===== src/rtl/univ_shift_reg.sv =====
// Parametrised universal shift register (hold / shift right / shift left / load)
// with bit counting that frames every WIDTH shifted bits into a word on a valid/ack port.
module univ_shift_reg #(
  parameter int WIDTH = 8
) (
  input  logic             clk,
  input  logic             rst,
  input  logic [1:0]       mode,
  input  logic             serial_in,
  input  logic [WIDTH-1:0] parallel_in,
  output logic [WIDTH-1:0] parallel_out,
  output logic             serial_out,
  output logic [WIDTH-1:0] word_data,
  output logic             word_valid,
  input  logic             word_ack,
  output logic             overrun
);

  localparam int CNT_W = $clog2(WIDTH);
  localparam logic [CNT_W-1:0] LAST_BIT = CNT_W'(WIDTH - 1);

  typedef enum logic [1:0] {
    MODE_HOLD  = 2'b00,
    MODE_SHR   = 2'b01,
    MODE_SHL   = 2'b10,
    MODE_LOAD  = 2'b11
  } mode_e;

  mode_e            mode_s;
  logic [WIDTH-1:0] q_q, q_d;
  logic [CNT_W-1:0] bit_cnt_q, bit_cnt_d;
  logic [WIDTH-1:0] word_data_q, word_data_d;
  logic             word_valid_q, word_valid_d;
  logic             overrun_q, overrun_d;
  logic             shift_en;
  logic             word_done;

  assign mode_s    = mode_e'(mode);
  assign shift_en  = (mode_s == MODE_SHR) || (mode_s == MODE_SHL);
  assign word_done = shift_en && (bit_cnt_q == LAST_BIT);

  always_comb begin
    q_d = q_q;
    case (mode_s)
      MODE_SHR:  q_d = {serial_in, q_q[WIDTH-1:1]};
      MODE_SHL:  q_d = {q_q[WIDTH-2:0], serial_in};
      MODE_LOAD: q_d = parallel_in;
      default:   q_d = q_q;
    endcase
  end

  // A load abandons any partial word, so framing restarts from bit zero.
  always_comb begin
    bit_cnt_d = bit_cnt_q;
    if (mode_s == MODE_LOAD) begin
      bit_cnt_d = '0;
    end else if (shift_en) begin
      bit_cnt_d = word_done ? '0 : bit_cnt_q + CNT_W'(1);
    end
  end

  // Handshake: a word transfers on a clock edge where word_valid and word_ack are
  // both high; word_ack is ignored while word_valid is low, word_data is stable
  // while word_valid is high unless a newer word completes (then overrun is set
  // if the pending one was not acked on that same edge).
  always_comb begin
    word_data_d  = word_data_q;
    word_valid_d = word_valid_q;
    overrun_d    = overrun_q;
    if (word_done) begin
      word_data_d  = q_d;
      word_valid_d = 1'b1;
      if (word_valid_q && !word_ack) begin
        overrun_d = 1'b1;
      end
    end else if (word_valid_q && word_ack) begin
      word_valid_d = 1'b0;
    end
  end

  always_ff @(posedge clk) begin
    if (rst) begin
      q_q          <= '0;
      bit_cnt_q    <= '0;
      word_data_q  <= '0;
      word_valid_q <= 1'b0;
      overrun_q    <= 1'b0;
    end else begin
      q_q          <= q_d;
      bit_cnt_q    <= bit_cnt_d;
      word_data_q  <= word_data_d;
      word_valid_q <= word_valid_d;
      overrun_q    <= overrun_d;
    end
  end

  assign parallel_out = q_q;
  assign serial_out   = (mode_s == MODE_SHL) ? q_q[WIDTH-1] : q_q[0];
  assign word_data    = word_data_q;
  assign word_valid   = word_valid_q;
  assign overrun      = overrun_q;

endmodule


===== config.mk =====
export PLATFORM = sky130hd
export DESIGN_NAME = univ_shift_reg
export DESIGN_NICKNAME = d
export VERILOG_FILES = /design/src/rtl/univ_shift_reg.sv
export SDC_FILE = /design/constraint.sdc
export NUM_CORES = 1
export LEC_CHECK = 0
export BUFFER_PORTS_ARGS = -buffer_cell sky130_fd_sc_hd__buf_2
export CORE_MARGIN = 1
export CORE_UTILIZATION = 48
export CTS_BUF_LIST = sky130_fd_sc_hd__clkbuf_16
export CTS_CLUSTER_SIZE = 20
export DETAILED_ROUTE_END_ITERATION = 12
export GPL_ROUTABILITY_DRIVEN = 0
export PLACE_DENSITY = 0.86
export SYNTH_ARGS = -nofsm -noshare
export SYNTH_HDL_FRONTEND = slang
export SYNTH_SLANG_ARGS = --single-unit

===== constraint.sdc =====
create_clock -name clk -period 1.8 [get_ports clk]
set_clock_uncertainty 0.2 [all_clocks]
set_input_delay 0.36 -clock clk [delete_from_list [all_inputs] [get_ports clk]]
set_output_delay 0.36 -clock clk [all_outputs]
set_load 0.03 [all_outputs]

* Word level (Yosys, flattened, before mapping) *
Cells that the tools add are included.

storage, ports and cells
  register bits after elaboration = 21
  bits of input ports = 14

cells by class
  mux-type cells = 5
  reductions and logical operators = 8
  equality and inequality tests = 4
  $add $sub $neg = 1

operators by type and width
  kind                                                             count
  8-bit case mux with 3 select lines                               1
  2-bit == test, second input constant                             2
  3-bit by 1-bit adder with 3-bit output, second input constant    1
  3-bit == test, second input constant                             1
  1-bit logical AND                                                3
  1-bit two-way mux                                                3
  3-bit two-way mux                                                1
  2-bit by 1-bit == test with 1-bit output, second input constant  1
  2-bit AND reduction                                              1
  2-bit nonzero test                                               1
  2-bit OR reduction                                               1
  1-bit logical NOT                                                1
  1-bit logical OR                                                 1

* Logic depth before layout (Yosys ltp) *
Gate-level depths: netlist (run 1).

  word-level depth = 4
  depth in mapped cells = 6

* Worst setup path after synthesis (run 1) *
Ideal clock, no wire load.

  path type = input port to output port
  start = in mode[0]
  end = out serial_out
  arrival time = 1.095 ns
  slack = 0.145 ns
  stages = 4
  path through = inv_1 -> ha_1 -> buf_6 -> mux2_2

between the ends
  cells in the longest elaborated chain, start to end = 2

RTL lines
  item                RTL line  RTL
  start: declaration  8         input logic [1:0] mode,
  2-bit == test       98        assign serial_out = (mode_s == MODE_SHL) ? q_q[WIDTH-1] : q_q[0];
  1-bit two-way mux   98
  end: declaration    12        output logic serial_out,

Every way passes these cells.

* Worst setup path after layout (run 1) *
Ends and elaborated chain as after synthesis.

==> run summary, run 1 <==
Run status: complete, no violations
Pin count of the biggest net entering global routing: 14
Yosys reg bits: 21
Hold Crit Class: in -> reg
Die W: 47.8 microns
Total power: 1.13 mW
Gr usage total: 21.3%
Actual slew at the worst max-slew pin: 381 ps
Nature of the critical path startpoint: input port
Top cells by area, synth: dfxtp_1, a32o_1, ha_1
DRC: 0
Clk sinks: 21
Syn Inst Count: 99
CTS tree: built
GR Overflow Total: 0
Setup TNS: 0 ps
Initial Util: 51.4%
Die ar.: 2290 sq um
Crit path max fanout: 3
Setup repair bufs after CTS: 0
CP Capture Type: output port
H-tree depth: 1
CP peak stage delay: 340 ps
Final setup viols: 0
Vias in the first global route: 791
Finished Cell Area: 1300 sq um
Max_slew headroom: 74.6%
Buf/Inv on CP: 3
Mapped Nets: 119
Clk buf depth: 2
DRT Pass-1 Iters: 5
First-pass GRT wire length: 3.33 mm
Leak pwr: 0.646 nW
Routed vias/inst: 5.39
Total CTS buffers: 3
Post-synth top area share: 41.7%
Rows: 16
Die H: 47.8 microns
Area Overhead vs Synth: 28.5%
DP HPWL: 1.57 mm
WP data required: 1240 ps
Core Region: 1960 sq um
Crit-path cells: buf_2, inv_2, ha_4, mux2_2, buf_6
DRT antenna net count: 0
Port Buffer Count: 32
RSZ-0062 raised after global routing: false
Max_cap viols: 0
Routed wire length: 2.10 mm
Clk_lat worst skew: 250 ps
Final core utilization: 66.1%
Initial antenna violation count: 0
Crit path DAT: 1180 ps
Worst ir drop on vdd: 0.463 mV
Routed WL per cell: 13.0 microns
NumNets Final: 156
Initial DRC count: 12
Synth warn: 0
Delay-heaviest family, CP: buffers and inverters
I/O pin count: 33
WS Path Type: in -> out
Final hold vios: 0
CP max-delay cell: mux2_2
Final Critical Period: 1740 ps
Crit share post-route: 96.6%
Max-slew violation count: 0
Post-DP Area: 1200 sq um
Clock slew at reported path FFs: 60 ps
Pwr dens: 871 nW/um^2
CTS root buffer: clkbuf_16
Max frequency: 575 MHz
Cell variety after synth: 23
Cell taking the most area after synthesis: dfxtp_1
Post-Synthesis Cell Area: 1010 sq um
N_diodes: 0
Layout cells sized above 1: 37.8%
Synth Area per Inst: 10.2 sq um
Via count: 873
Post-synthesis sequential area ratio: 41.7%
[where the power goes]
part | switching (mW) | leakage [nW] | internal, mW
logic | 0.0975 | 0.434 | 0.0744
registers | 0.0148 | 0.171 | 0.482
clock network | 0.163 | 0.0409 | 0.298
[per-layer routing]
metal | wire length [microns] | vias to the layer above | GRT usage [%]
li1 | - | 436 | -
met1 | 893 | 402 | 25.5
met2 | 1030 | 30 | 35.7
met3 | 136 | 5 | 4.15
met4 | 39 | 0 | 11.7
met5 | 0 | - | 0
[synth_stat cells, drive strengths merged]
| master | number |
|---|---|
| clkbuf | 1 |
| a22oi | 8 |
| nor2b | 1 |
| a21oi | 10 |
| dfxtp | 21 |
| and3b | 8 |
| buf | 5 |
| mux2 | 1 |
| nand2 | 9 |
| mux2i | 3 |
| a32o | 8 |
| o21ba | 1 |
| nor2 | 3 |
| ha | 6 |
| nand2b | 4 |
| inv | 2 |
| or2b | 5 |
| nor3 | 3 |
[cell families after synthesis]
family | after synthesis | share of synthesized area, %
flip-flops | 21 | 41.7
multiplexers | 4 | 4.09
AO/OA/AOI/OAI | 27 | 20.2
buffers and inverters | 8 | 5.71
adder cells (fa/ha/maj) | 6 | 7.44
AND/OR/NAND/NOR | 33 | 20.8
[area by class of cell]
class / count / area [sq um]
Fill cell: 187 / 666
Multi-Input combinational cell: 70 / 543
Tap cell: 27 / 33.8
Sequential cell: 21 / 420
Timing Repair Buffer: 38 / 211
Inverter: 2 / 7.51
Clock buffer: 3 / 75.1
Clock inverter: 1 / 5.00
[registers in the layout (all words and copies together) (netlist names)]
signal	cells
parallel_out	8
word_data	8
bit_cnt_q	3
overrun	1
word_valid	1
[worst paths after layout]
path | start | to | slack [ps] | cells after the start
setup / recovery | mode[0] | serial_out | 60 | 5
hold / removal | rst | overrun$_SDFFE_PP0P_ | 200 | 2
setup reg to reg | bit_cnt_q[0]$_SDFFE_PP0P_ | word_data[0]$_SDFFE_PP0P_ | 230 | 5
hold reg to reg | word_data[4]$_SDFFE_PP0P_ | word_data[4]$_SDFFE_PP0P_ | 260 | 1
[layout by cell type, fill, tap and decap left out, drive strengths merged, types with 2 or more instances in the layout]
| cell type | instances |
|---|---|
| and3b | 8 |
| inv | 2 |
| nor2 | 3 |
| a21oi | 10 |
| nor3 | 3 |
| nand2 | 9 |
| mux2i | 3 |
| a32o | 8 |
| a22oi | 8 |
| buf | 38 |
| clkbuf | 3 |
| ha | 6 |
| or2b | 5 |
| nand2b | 4 |
| dfxtp | 21 |
[metrics by stage]
| step | cells | hold WS (ps) | worst slack (ps) |
|---|---|---|---|
| final | 162 | 198 | 61.5 |
| after global routing | 162 | 222 | 36.2 |
| after CTS | 162 | 201 | 11.3 |
| after detailed placement | 158 | 253 | -10.1 |
| after global placement | 158 | 245 | 8.05 |
| after floorplan | 99 | 300 | 145 |
[worst register-to-register path, stage by stage (launching register included)]
cell	delay, ps
dfxtp_1	320
ha_1	200
ha_1	230
nand2_1	170
nor2_4	90
a32o_1	260
[timing repair]
action                     CTS  global route
pin swaps                    1             1
gates resized for setup      3             2
hold buffers                 0             0
setup endpoints to repair    1             1
(Power assumes the default switching activity.)
==> run 2, diff against run 1 <==
--- a/config.mk
+++ b/config.mk
@@ -14,4 +14,5 @@
 export GPL_ROUTABILITY_DRIVEN = 0
 export PLACE_DENSITY = 0.86
+export SETUP_SLACK_MARGIN = 0.1
 export SYNTH_ARGS = -nofsm -noshare
 export SYNTH_HDL_FRONTEND = slang
==> constraint.sdc (replaced) <==
create_clock -name clk -period 1.8 [get_ports clk]
set_clock_uncertainty 0.2 [all_clocks]
set_input_delay 0.36 -clock clk [delete_from_list [all_inputs] [get_ports clk]]
set_output_delay 0.36 -clock clk [all_outputs]
set_load 0.05 [all_outputs]
==> run 2 against run 1 <==
  * Hold slack better by 13 ps
  * Register-to-register slack hardly changed
  * Design area is 1.3% higher
  * Combinational power is 17% higher
  * Sequential power hardly changed
  * Cell count stayed put
  * Power is 2.2% higher
  * Clock power is 1% lower
  * Critical path type unchanged
  * Largest cell class unchanged
==> run summary, run 2 (synthesis results as in run 1) <==
Run status: complete, no violations
Gr usage total: 21.5%
Initial antenna violation count: 0
Port Buffer Count: 32
Hold EP: word_valid$_SDFFE_PP0P_
Commonest non-fill, non-tap cell in the layout: buf_2
Net switching power: 0.296 mW
N_diodes: 0
DRC: 0
Core Region: 1960 sq um
Hold-critical path depth: 3
Hold path start: word_ack
H-tree depth: 1
# hold bufs at CTS: 0
Pwr dens: 880 nW/um^2
Vias in the first global route: 804
Clock group share of total power: 39.5%
Seq pwr share: 43.0%
Hold Crit Class: in -> reg
Die ar.: 2290 sq um
Routed wire length: 2.22 mm
Via count: 884
Area Overhead vs Synth: 30.1%
CP Capture Type: output port
Initial DRC count: 19
Initial Util: 51.4%
Die W: 47.8 microns
Rows: 16
Actual slew at the worst max-slew pin: 396 ps
Pin count of the biggest net entering global routing: 16
Post-Place Setup Slack: -31.1 ps
Clk buf depth: 2
RR Startpoint: bit_cnt_q[0]$_SDFFE_PP0P_
CTS root buffer: clkbuf_16
Clock slew at reported path FFs: 60 ps
Max frequency: 603 MHz
First-pass GRT wire length: 3.42 mm
Worst ir drop on vdd: 0.543 mV
Final-layout fill cell count: 169
WS Path Type: in -> out
Max-slew violation count: 0
I/O pin count: 33
R2r worst-path depth: 5
GR Overflow Total: 0
Logic gate share of total power: 17.5%
Crit path DAT: 1100 ps
CTS tree: built
Final WS setup: 143 ps
Die H: 47.8 microns
Nature of the critical path startpoint: input port
NumNets Final: 156
Int Pwr: 0.858 mW
Layout cells sized above 1: 37.8%
Routed vias/inst: 5.46
Setup repair bufs after CTS: 0
Highest-count cells in the layout ignoring fill and taps: buf_2, dfxtp_1, a21oi_1, nand2_1
Leak pwr: 0.652 nW
Net Sw Frac: 25.7%
Clk_lat worst skew: 250 ps
Crit path max fanout: 3
WP data required: 1240 ps
Final Critical Period: 1660 ps
Routed WL per cell: 13.7 microns
Max_cap viols: 0
Crit share post-route: 92.1%
Register-to-register setup slack: 220 ps
DRT Pass-1 Iters: 5
DP HPWL: 1.63 mm
Max_slew headroom: 73.6%
Clk sinks: 21
DRT antenna net count: 0
Reg2reg end: word_data[0]$_SDFFE_PP0P_
Final setup viols: 0
RSZ-0062 raised after global routing: false
Final hold vios: 0
Total CTS buffers: 3
Total power: 1.15 mW
==> run 2: cell types whose count changed in the layout (fill, tap and decap cells not counted) <==
cell / before / now
inv_4: 0 / 1
buf_8: 0 / 1
buf_2: 31 / 30
mux2_4: 0 / 1
inv_2: 1 / 0
mux2_2: 1 / 0
==> run 2: final cells by class <==
| cell class | instances | area (sq um) | area share, % |
|---|---|---|---|
| Multi-Input combinational cell | 70 | 547 | 41.7 |
| Sequential cell | 21 | 420 | 32.0 |
| Timing Repair Buffer | 38 | 221 | 16.9 |
| Clock buffer | 3 | 75.1 | 5.72 |
| Tap cell | 27 | 33.8 | 2.57 |
| Inverter | 2 | 10.0 | 0.763 |
| Clock inverter | 1 | 5.00 | 0.381 |
==> run 2: worst max-delay path by stage <==
| stage | startpoint | to |
|---|---|---|
| 2_1_floorplan | mode[0] | serial_out |
| 3_3_place_gp | mode[0] | serial_out |
| 3_5_place_dp | mode[1] | word_data[3]$_SDFFE_PP0P_ |
| 4_1_cts | mode[0] | serial_out |
| 5_1_grt | mode[1] | word_data[1]$_SDFFE_PP0P_ |
| 6_report | mode[1] | serial_out |
==> run 2: stage by stage <==
step	TNS [ps]	utilization (%)	std cells	hold slack (ps)	cell area [sq um]
global placement	-10.9	61.0	158	245	1200
finish	0	66.9	162	212	1310
floorplan	0	-	99	300	1010
detailed placement	-69.6	61.0	158	256	1200
global route	0	66.9	162	224	1310
CTS	0	66.5	162	215	1300
==> run 2: metal layers <==
layer | wire length [microns] | track usage (%)
met1 | 1040 | 25.7
met2 | 1090 | 36.8
met3 | 85 | 3.77
met4 | 9 | 10.6
met5 | 0 | 0
==> run 2: critical path, cell delays in order <==
cell    delay (ps)
buf_2          130
ha_4           160
mux2_4         300
buf_8          150
==> run 2: power by group through the flow <==
stage / clock (mW) / sequential, mW / combinational [mW]
finish: 0.456 / 0.497 / 0.202
global route: 0.489 / 0.499 / 0.217
CTS: 0.465 / 0.496 / 0.200
detailed placement: 0 / 0.506 / 0.190
global placement: 0 / 0.505 / 0.185
floorplan: 0 / 0.547 / 0.0961
==> run 2: timing repair <==
| action | 4_1_cts | 5_1_grt |
|---|---|---|
| resized for setup | 7 | 2 |
| pin swaps | 1 | 1 |
| setup endpoints to repair | 1 | 2 |
==> run 3, diff against run 2 <==
Settings changed: CORE_UTILIZATION 48 to 52, PLACE_DENSITY 0.86 to 0.92, SETUP_SLACK_MARGIN 0.1 to 0.4.
Clock period 1.8 ns to 2 ns, I/O delays scaled along.
==> run 3 against run 2 <==
  * Hold slack gained 34 ps
  * Global-route usage grew 3.8 points
  * Wire length grew 12%
  * Non-clock buffer count is the same
  * Cell count shrank 1.2%
  * Clock power shrank 8.6%
  * Die area shrank 7.4%
  * First-iteration DRC count grew 140%
  * Via count grew 3.3%
  * Design area grew 3.8%
==> run summary, run 3 (synthesis results as in run 1) <==
Run status: complete, no violations
Vias in the first global route: 855
Initial DRC count: 46
Crit path max fanout: 2
CTS root buffer: clkbuf_16
Routed vias/inst: 5.71
Area Overhead vs Synth: 35.1%
Reg2reg end: word_data[5]$_SDFFE_PP0P_
Via count: 913
First-pass GRT wire length: 3.86 mm
Crit share post-route: 87.2%
Total CTS buffers: 3
RSZ-0062 raised after global routing: true
DP HPWL: 1.61 mm
Routed wire length: 2.49 mm
Final setup viols: 0
Int Pwr: 0.781 mW
Hold Crit Class: in -> reg
I/O pin count: 33
Worst ir drop on vdd: 0.664 mV
Logic gate share of total power: 18.7%
Final WS setup: 255 ps
Net switching power: 0.283 mW
WP data required: 1400 ps
Commonest non-fill, non-tap cell in the layout: buf_2
DRT antenna net count: 0
Initial antenna violation count: 0
Clk sinks: 21
Final hold vios: 0
DRC: 0
Gr usage total: 25.2%
Clock group share of total power: 39.2%
CP Capture Type: output port
CP max-delay cell: mux2_4
Max frequency: 573 MHz
CP peak stage delay: 300 ps
WS Path Type: in -> out
Rows: 15
Clk_lat worst skew: 250 ps
Delay-heaviest family, CP: buffers and inverters
Seq pwr share: 42.1%
Die W: 46.0 microns
Hold path start: word_ack
Actual slew at the worst max-slew pin: 312 ps
Buf/Inv on CP: 3
Max_slew headroom: 79.2%
Routed WL per cell: 15.6 microns
Initial Util: 57.2%
Port Buffer Count: 32
RR Startpoint: bit_cnt_q[0]$_SDFFE_PP0P_
Setup TNS: 0 ps
Post-Place Setup Slack: 86.0 ps
R2r worst-path depth: 5
Clock slew at reported path FFs: 60 ps
Nature of the critical path startpoint: input port
CTS tree: built
Highest-count cells in the layout ignoring fill and taps: buf_2, dfxtp_1, a21oi_1, nand2_1, a32o_1
Die H: 46.0 microns
Crit path DAT: 1140 ps
Net Sw Frac: 26.6%
Hold-critical path depth: 3
H-tree depth: 1
Final Critical Period: 1740 ps
GR Overflow Total: 0
# hold bufs at CTS: 0
Die ar.: 2120 sq um
Leak pwr: 0.657 nW
Clk buf depth: 2
Core Region: 1760 sq um
NumNets Final: 156
Hold EP: word_valid$_SDFFE_PP0P_
DRT Pass-1 Iters: 4
Max_cap viols: 0
Crit-path cells: buf_12, inv_12, ha_4, mux2_4, buf_8
N_diodes: 0
Max-slew violation count: 0
Final-layout fill cell count: 135
Pwr dens: 780 nW/um^2
Register-to-register setup slack: 480 ps
Layout cells sized above 1: 41.5%
Pin count of the biggest net entering global routing: 17
[run 3: cell count changes in the layout (fill, tap and decap cells not counted), sizes merged]
cell / before / now
clkinv: 1 / 0
inv: 2 / 3
[run 3: worst max path at each step]
stage             from                        end  slack [ps]  cells after the start
2_1_floorplan  mode[0]                 serial_out         350                      4
3_3_place_gp   mode[0]  word_data[5]$_SDFFE_PP0P_         110                      5
3_5_place_dp   mode[0]  word_data[4]$_SDFFE_PP0P_          90                      5
4_1_cts        mode[0]                 serial_out         270                      5
5_1_grt        mode[0]                 serial_out         250                      5
6_report       mode[0]                 serial_out         260                      5
[run 3: metrics by stage]
step	cell area, sq um	cells	hold slack [ps]	total power, mW	utilization [%]
finish	1360	160	246	1.06	77.2
global route	1360	160	250	1.10	77.2
CTS	1330	159	246	1.05	75.1
detailed placement	1200	153	251	0.628	68.1
global placement	1200	153	245	0.622	68.1
floorplan	1040	99	300	0.583	-
[run 3: power groups by stage]
stage / combinational [mW] / sequential (mW) / clock, mW
CTS: 0.187 / 0.447 / 0.418
global placement: 0.167 / 0.455 / 0
detailed placement: 0.172 / 0.456 / 0
finish: 0.199 / 0.448 / 0.417
floorplan: 0.0901 / 0.493 / 0
global route: 0.213 / 0.449 / 0.443
[run 3: area by class of cell]
type                    count  area [sq um]  area share (%)
inverters                   2          20.0            1.47
clock buffers               3          75.1            5.51
clock inverters             1          3.75           0.275
well taps                  25          31.3            2.30
repair buffers             38           236            17.4
multi-input cells          70           576            42.2
flip-flops and latches     21           420            30.9
[run 3: layer usage]
metal  share of wire (%)  track usage, %  routed length, microns
met1                  40            32.3                     990
met2                  50            44.8                    1260
met3                 7.2            2.78                     179
met4                 2.5            5.88                      63
met5                   0               0                       0
[run 3: timing repair]
action | 4_1_cts | 5_1_grt
buffers inserted | 2 | 1
pin swaps | 2 | 2
setup endpoints to repair | 12 | 14
resized for setup | 9 | 7
[run 3: worst reg2reg max path, stage by stage (launching register included)]
cell,delay [ps]
dfxtp_1,350
ha_1,160
ha_2,220
nand2_2,100
nor2_4,230
a32o_1,200
